**src/rtl/sar_pkg.sv**
```systemverilog
// Shared definitions for the successive-approximation search engine:
// state encodings, default width and comparator flag codes.
package sar_pkg;

   localparam int WIDTH_DEF = 4;

   typedef enum logic [1:0] {
      S_IDLE = 2'd0,
      S_TEST = 2'd1,
      S_DONE = 2'd2
   } sar_state_e;

   // Comparator result packed as {greater, lesser, equal}
   localparam logic [2:0] FLAG_GT = 3'b100;
   localparam logic [2:0] FLAG_LT = 3'b010;
   localparam logic [2:0] FLAG_EQ = 3'b001;

endpackage

```
**src/rtl/sar_bit_mask.sv**
```systemverilog
// Bit-index to one-hot mask decoder, used to set and clear single trial bits.
module sar_bit_mask #(
   parameter int WIDTH = 4,
   parameter int IW    = 2
) (
   input  logic [IW-1:0]    idx,
   output logic [WIDTH-1:0] mask
);

   always_comb begin
      mask      = '0;
      mask[idx] = 1'b1;
   end

endmodule

```
**src/rtl/sar_search_controller.sv**
```systemverilog
// Binary search engine: drives a trial value into an external magnitude
// comparator and narrows it one bit per test until the unknown is recovered.
module sar_search_controller
   import sar_pkg::*;
#(
   parameter int WIDTH = WIDTH_DEF
) (
   input  logic             clk,
   input  logic             rst_n,
   input  logic             start,
   input  logic             abort,
   input  logic             greater,
   input  logic             lesser,
   input  logic             equal,
   output logic [WIDTH-1:0] trial,
   output logic             busy,
   output logic             done,
   output logic [WIDTH-1:0] result,
   output logic             hit,
   output logic             error,
   output logic [1:0]       state_dbg
);

   localparam int IW = (WIDTH > 1) ? $clog2(WIDTH) : 1;
   localparam logic [WIDTH-1:0] TOP_BIT = {1'b1, {(WIDTH-1){1'b0}}};

   sar_state_e       state;
   logic [IW-1:0]    idx;
   logic [IW-1:0]    idx_next;
   logic [WIDTH-1:0] cur_mask;
   logic [WIDTH-1:0] next_mask;
   logic [WIDTH-1:0] tested;
   logic [2:0]       flags;

   assign idx_next  = idx - IW'(1);
   assign flags     = {greater, lesser, equal};
   assign state_dbg = state;

   sar_bit_mask #(.WIDTH(WIDTH), .IW(IW)) u_cur_mask (
      .idx  (idx),
      .mask (cur_mask)
   );

   sar_bit_mask #(.WIDTH(WIDTH), .IW(IW)) u_next_mask (
      .idx  (idx_next),
      .mask (next_mask)
   );

   // Trial with the bit under test resolved: cleared when trial overshoots
   assign tested = greater ? (trial & ~cur_mask) : trial;

   always_ff @(posedge clk or negedge rst_n) begin
      if (!rst_n) begin
         state  <= S_IDLE;
         trial  <= '0;
         result <= '0;
         busy   <= 1'b0;
         done   <= 1'b0;
         hit    <= 1'b0;
         error  <= 1'b0;
         idx    <= IW'(WIDTH-1);
      end else begin
         case (state)
            S_IDLE: begin
               done <= 1'b0;
               if (start && !abort) begin
                  trial <= TOP_BIT;
                  idx   <= IW'(WIDTH-1);
                  hit   <= 1'b0;
                  error <= 1'b0;
                  busy  <= 1'b1;
                  state <= S_TEST;
               end
            end
            S_TEST: begin
               if (abort) begin
                  trial <= '0;
                  busy  <= 1'b0;
                  state <= S_IDLE;
               end else begin
                  case (flags)
                     FLAG_EQ: begin
                        result <= trial;
                        hit    <= 1'b1;
                        busy   <= 1'b0;
                        done   <= 1'b1;
                        state  <= S_DONE;
                     end
                     FLAG_GT, FLAG_LT: begin
                        if (idx != '0) begin
                           trial <= tested | next_mask;
                           idx   <= idx_next;
                        end else begin
                           trial  <= tested;
                           result <= tested;
                           hit    <= 1'b0;
                           busy   <= 1'b0;
                           done   <= 1'b1;
                           state  <= S_DONE;
                        end
                     end
                     default: begin
                        // zero or several flags: comparator fault
                        error  <= 1'b1;
                        result <= trial;
                        busy   <= 1'b0;
                        done   <= 1'b1;
                        state  <= S_DONE;
                     end
                  endcase
               end
            end
            S_DONE: begin
               done  <= 1'b0;
               state <= S_IDLE;
               if (abort) trial <= '0;
            end
            default: begin
               busy  <= 1'b0;
               done  <= 1'b0;
               state <= S_IDLE;
            end
         endcase
      end
   end

endmodule

```
**config.mk**
```make
export PLATFORM = sky130hd
export DESIGN_NAME = sar_search_controller
export DESIGN_NICKNAME = d
export VERILOG_FILES = /design/src/rtl/sar_pkg.sv /design/src/rtl/sar_bit_mask.sv /design/src/rtl/sar_search_controller.sv
export SDC_FILE = /design/constraint.sdc
export NUM_CORES = 1
export LEC_CHECK = 0
export ABC_CLOCK_PERIOD_IN_PS = 4700
export CAP_MARGIN = 30
export CORE_MARGIN = 3
export CORE_UTILIZATION = 45
export CTS_BUF_LIST = sky130_fd_sc_hd__clkbuf_4
export DETAILED_ROUTE_END_ITERATION = 12
export GPL_TIMING_DRIVEN = 0
export PLACE_DENSITY = 0.72
export SLEW_MARGIN = 5
export SYNTH_ARGS = -nofsm -noshare
export SYNTH_HDL_FRONTEND = slang
export SYNTH_HIERARCHICAL = 1
export SYNTH_SLANG_ARGS = --single-unit
```
**constraint.sdc**
```tcl
create_clock -name clk -period 4.7 [get_ports clk]
set_input_delay 0.47 -clock clk [delete_from_list [all_inputs] [get_ports clk]]
set_output_delay 0.47 -clock clk [all_outputs]
set_load 0.02 [all_outputs]
```
==> run_results.csv, run 1 <==
group,metric,value,unit
status,status,"complete, no violations",
cells_and_area,area_delta_synth_final,24.6,%
sta,worst_slew_pin_slew,0.722,ns
floorplanning,num_io_pins,21,
logic_synthesis,synth.area.top_cells,"dfrtp_1 (35%), o21ai_0 (7.6%), dfstp_2 (5.3%)",
floorplanning,die_area,2810,µm²
power,power,0.658,mW
logic_synthesis,synth_enable_flop_cells,0,
worst_setup_path,r2r_start,"idx[0]",
worst_setup_path,r2r_slack,2.71,ns
logic_synthesis,synth_cell_types,38,
cells_and_area,diodes,0,
power,peakVddDrop,0.323,mV
worst_setup_path,crit_start,"idx[0]",
route,first_pass_iters,4,
floorplanning,die_w,53.0,µm
cells_and_area,fill_cells,182,
placement,finalWeightedCongestion,0.839,
sta,max_freq,0.502,GHz
grt,grt_pass1_wl,3370,µm
logic_synthesis,yosys_register_bits,16,
clock_network,cts_sinks,16,
logic_synthesis,synthCells,111,
clock_network,clock-root-buffer,"clkbuf_4",
power,leakage,0.525,nW
clock_network,cts_setup_buffers,0,
logic_synthesis,synth_seq_area_share,40.6,%
logic_synthesis,synth_flop_cell,"dfrtp_1",
logic_synthesis,syn_area_per_cell,8.95,µm²
sta,rsz0062_at_grt,"no",
sta,setup_violations,0,
logic_synthesis,yosysWarningCount,6,
clock_network,clock_latency,0.28,ns
route,dr_total_vias,864,
route,drt_iter0_markers,19,
grt,track_usage,16.7,%
route,drc_errors,0,
floorplanning,coreArea,2020,µm²
worst_setup_path,reg2reg_depth,4,
logic_synthesis,yosys.area.top_type,"dfrtp_1",
cells_and_area,regArea,403,µm²
worst_setup_path,cp_max_fo,10,
logic_synthesis,synth_fp_nets,122,
grt,overflow,0,
placement,io_buffers,18,
power,power_density,531,nW/µm²
route,routed_wl,2010,µm
logic_synthesis,synthArstFlopShare,100,%
route,viasPerCell,5.40,
floorplanning,dieHeight,53.0,µm
clock_network,cts_resized,0,
worst_setup_path,r2r-end,"state_dbg[1]",
clock_network,cts_inserted_buffers,3,
sta,setup_tns,0,ns
clock_network,clk_path_buf_depth,2,
sta,min_period,1.99,ns
worst_setup_path,crit_type,"flip-flop to flip-flop",
run,maxCapViolations,0,
min_path,whs_endpoint,"result[1]",
grt,grt_pass1_vias,762,
logic_synthesis,synth_area,993,µm²
route,drtAntennaViolNets,0,
sta,slew_viol_final,0,
sta,finClkSkew,0.00136,ns
logic_synthesis,synth.most_common_cell,"o21ai_0",
clock_network,cts.clk_slew.worst_paths,0.10,ns
sta,finalHoldViolCount,0,
min_path,min_path_type,"flip-flop to flip-flop",
cells_and_area,drive_gt1_share,10.5,%
clock_network,postCtsHoldBufs,0,
placement,dp_hpwl,1540,µm
cells_and_area,nets,145,
clock_network,cts-htree-levels,1,
worst_setup_path,start_kind,"flip-flop",
sta,max_slew_margin,51.6,%
min_path,min_from,"result[1]",
clock_network,cts_tree,"built",
worst_setup_path,cp.arrival,2.13,ns
sta,period_share,42.4,%
logic_synthesis,yosys.area.top_type_share,35.3,%
floorplanning,rows,16,
min_path,whs_path_depth,2,
grt,antenna_found_initial,0,
worst_setup_path,cp-end-kind,"flip-flop",
worst_setup_path,crit_required,4.84,ns
logic_synthesis,ys_top_cells_by_count,"o21ai_0 (15), dfrtp_1 (14), nand2_1 (14)",
cells_and_area,multi_input_area,542,µm²
floorplanning,start_util,49.1,%
grt,grt_max_degree,17,
route,wl_per_cell,12.6,µm
## through the flow
step	instances	setup WS [ns]	utilization (%)	area, µm²	hold slack (ns)
global route	160	2.57	61.2	1240	0.515
global placement	156	2.49	59.7	1210	0.464
floorplan	111	2.89	-	993	0.174
CTS	160	2.70	61.2	1240	0.495
finish	160	2.71	61.2	1240	0.490
detailed placement	156	2.48	59.7	1210	0.473
## cells by family after synthesis
kind of cell | after synthesis | share of synthesized area (%)
flops | 16 | 40.6
compound gates | 37 | 24.4
buf+inv | 12 | 4.91
xor+xnor | 2 | 1.76
fa+ha+maj | 4 | 5.04
simple gates | 39 | 22.3
mux | 1 | 1.01
## routing by layer
layer	vias to the layer above	GRT usage [%]	share of wire [%]
li1	442	-	-
met1	396	22.6	51
met2	22	25.2	43
met3	4	3.38	4.3
met4	0	7.66	0.84
met5	-	0	0
## how the worst max path moves through the flow
stage / end / slack [ns] / depth (start not counted)
floorplan: trial[0] / 2.89 / 6
global placement: state_dbg[1] / 2.49 / 4
detailed placement: result[2] / 2.48 / 4
CTS: state_dbg[1] / 2.70 / 4
global route: result[1] / 2.57 / 4
finish: state_dbg[1] / 2.71 / 4
## state kept, by name, indices dropped and copies added (netlist names)
name       flops
error          1
state_dbg      2
idx            2
done           1
busy           1
hit            1
result         4
trial          4
## report_power, final
group          total, mW  switching [mW]  internal [mW]
clock network     0.0831          0.0444         0.0387
logic              0.363           0.199          0.164
registers          0.212          0.0316          0.180
## critical path, stage by stage, from the launching register on
cell     delay [ns]
dfstp_2        0.58
inv_1          0.11
ha_1           0.27
o31ai_2        0.67
o21ai_0        0.21
## area by class of cell
cell class / count / share of cell area (%)
buffer: 3 / 1.21
clock buffer: 4 / 2.43
sequential: 16 / 32.6
multi-input combinational: 83 / 43.8
timing repair buffer: 18 / 14.6
inverter: 9 / 2.73
tap: 27 / 2.73
## cells in the final DEF (no fill, tap or decap), types with 2 or more instances in the layout
cell             count
a211oi_1             3
o2bb2ai_1            3
and2_2               2
and2b_2              2
clkbuf_1             2
nor2_1               6
dfstp_2              2
o21ai_0             15
clkbuf_4             4
nor2b_1              3
a22oi_1              3
dfrtp_1             14
ha_1                 4
nand3b_1             2
o211ai_1             2
nand2_1             14
clkdlybuf4s50_1     18
inv_1                9
a21oi_1              3
nand2b_1             2
Power figures use the tool's default switching activity.
==> run 2: changes to the inputs <==
ABC_CLOCK_PERIOD_IN_PS = 1600   (was 4700)
PLACE_DENSITY = 0.75   (was 0.72)
clock period = 1.6 ns   (was 4.7 ns; I/O delays follow)
==> run 2 against run 1 <==
Against the previous run:
- the flow now finishes with violations (negative setup slack)
- utilization is 11 points higher
- combinational power grew to 4.3 times the previous value
- worst hold slack worse by 0.25 ns
- clock power grew to 2.9 times the previous value
- total power grew to 3.7 times the previous value
- final cell count is 8.8% higher
- critical path type unchanged
- critical endpoint is now trial[0]
- largest cell class unchanged
==> run_results.csv, run 2 (synthesized netlist as in run 1, its figures left out) <==
group,metric,value,unit
clock_network,cts_inserted_buffers,3,
worst_setup_path,crit_buf_inv,1,
power,leakage,0.627,nW
worst_setup_path,crit_start,"state_dbg[1]",
clock_network,clk_path_buf_depth,2,
floorplanning,dieHeight,53.0,µm
sta,slew_viol_final,0,
worst_setup_path,r2r-end,"trial[0]",
cells_and_area,largestRegisters,"result x4, trial x4",
worst_setup_path,r2r_start,"state_dbg[1]",
sta,rsz0062_at_grt,"yes",
cells_and_area,fill_cells,146,
status,violations,"negative setup slack",
sta,finClkSkew,0.00577,ns
placement,finalWeightedCongestion,0.830,
sta,setup_tns,-0.683,ns
run,maxCapViolations,0,
worst_setup_path,critPathTopFamily,"simple AND/OR/NAND/NOR gates",
sta,worst_slew_pin_slew,0.765,ns
route,drt_iter0_markers,13,
worst_setup_path,start_kind,"flip-flop",
worst_setup_path,crit_type,"flip-flop to flip-flop",
min_path,min_from,"greater",
cells_and_area,layout_common_cells,"clkdlybuf4s50_1 (17), nand2_1 (14), buf_4 (12), o21ai_0 (12), dfrtp_1 (12)",
floorplanning,num_io_pins,21,
placement,io_buffers,18,
worst_setup_path,crit_required,1.83,ns
sta,setup_violations,5,
worst_setup_path,critical_path.cell_chain,"inv_4, ha_4, or3b_4, o211ai_1, nand4_1, o2bb2ai_1",
cells_and_area,drive_gt1_share,31.3,%
worst_setup_path,crit_path_max_incr_delay,0.42,ns
min_path,whs_path_depth,4,
clock_network,cts_sinks,16,
grt,antenna_found_initial,0,
placement,dp_hpwl,1660,µm
grt,grt_max_degree,17,
cells_and_area,final_common_cell,"clkdlybuf4s50_1",
clock_network,cts.clk_slew.worst_paths,0.10,ns
grt,grt_pass1_wl,4110,µm
clock_network,clock_latency,0.30,ns
power,peakVddDrop,0.997,mV
floorplanning,die_area,2810,µm²
route,drc_errors,0,
route,drtAntennaViolNets,0,
cells_and_area,nets,159,
sta,min_period,1.78,ns
floorplanning,die_w,53.0,µm
clock_network,cts-htree-levels,1,
route,routed_wl,2780,µm
clock_network,clock-root-buffer,"clkbuf_4",
grt,track_usage,20.8,%
worst_setup_path,cp.arrival,2.01,ns
cells_and_area,diodes,0,
route,wl_per_cell,16.0,µm
status,status,"finished with violations",
sta,finalHoldViolCount,0,
floorplanning,rows,16,
grt,grt_pass1_vias,901,
clock_network,cts_tree,"built",
floorplanning,start_util,49.1,%
power,power_density,1650,nW/µm²
grt,overflow,0,
worst_setup_path,cp_max_fo,4,
cells_and_area,multi_input_area,632,µm²
sta,layout_setup_ws,-0.183,ns
sta,max_slew_margin,48.9,%
route,viasPerCell,5.66,
route,dr_total_vias,984,
min_path,whs_endpoint,"hit",
worst_setup_path,cp_slowest_cell,"dfrtp_2",
sta,period_share,111,%
power,power,2.43,mW
floorplanning,coreArea,2020,µm²
worst_setup_path,r2r_slack,-0.18,ns
sta,max_freq,0.561,GHz
worst_setup_path,cp-end-kind,"flip-flop",
min_path,min_path_type,"input port to flip-flop",
worst_setup_path,reg2reg_depth,6,
route,first_pass_iters,4,
cells_and_area,regArea,405,µm²
cells_and_area,area_delta_synth_final,47.6,%
run 2: what timing repair did:
action / 4_1_cts / 5_1_grt
gates resized for setup: 6 / 16
pin swaps: 8 / 14
setup buffers: 6 / 8
setup endpoints to repair: 14 / 14
hold buffers: 0 / 0
run 2: cell type report:
class / instances / area share [%]
multi-input cells: 83 / 43.1
flip-flops and latches: 16 / 27.6
repair buffers: 32 / 21.0
inverters: 9 / 2.65
well taps: 27 / 2.30
clock buffers: 3 / 1.54
plain buffers: 3 / 1.54
clock inverters: 1 / 0.256
run 2: worst max path at each step:
stage,to,slack [ns],depth (start not counted)
after detailed placement,result[3],-0.35,4
after global placement,result[0],-0.33,4
final,trial[0],-0.18,6
after floorplan,trial[0],-0.05,6
after global routing,trial[2],-0.27,7
after CTS,trial[0],-0.12,7
run 2: worst register-to-register path: cells and delay by family, from the launching register on:
kind	cells	cell delay, ns
simple gates	2	0.61
flops	1	0.42
compound gates	2	0.36
fa+ha+maj	1	0.26
buf+inv	1	0.06
run 2: per-stage QoR:
stage	util [%]	hold WS, ns	area, µm²	setup WS [ns]	std cells
2_1_floorplan	-	-0.136	1040	-0.0504	111
3_3_place_gp	61.9	0.464	1250	-0.328	156
3_5_place_dp	61.9	0.469	1250	-0.346	156
4_1_cts	66.8	0.202	1350	-0.117	166
5_1_grt	72.5	0.269	1470	-0.266	174
6_report	72.5	0.242	1470	-0.183	174
run 2: power breakdown:
part           internal [mW]  switching (mW)  leakage, nW
clock network         0.0912           0.146       0.0154
logic                  0.782           0.785        0.409
registers              0.533          0.0888        0.203
run 2: per-layer routing:
| layer | up-vias | wire length (µm) | track usage, % |
|---|---|---|---|
| met3 | 9 | 122 | 2.82 |
| li1 | 470 | - | - |
| met2 | 26 | 1420 | 32.4 |
| met4 | 0 | 84 | 15.7 |
| met1 | 479 | 1160 | 25.7 |
| met5 | - | 0 | 0 |
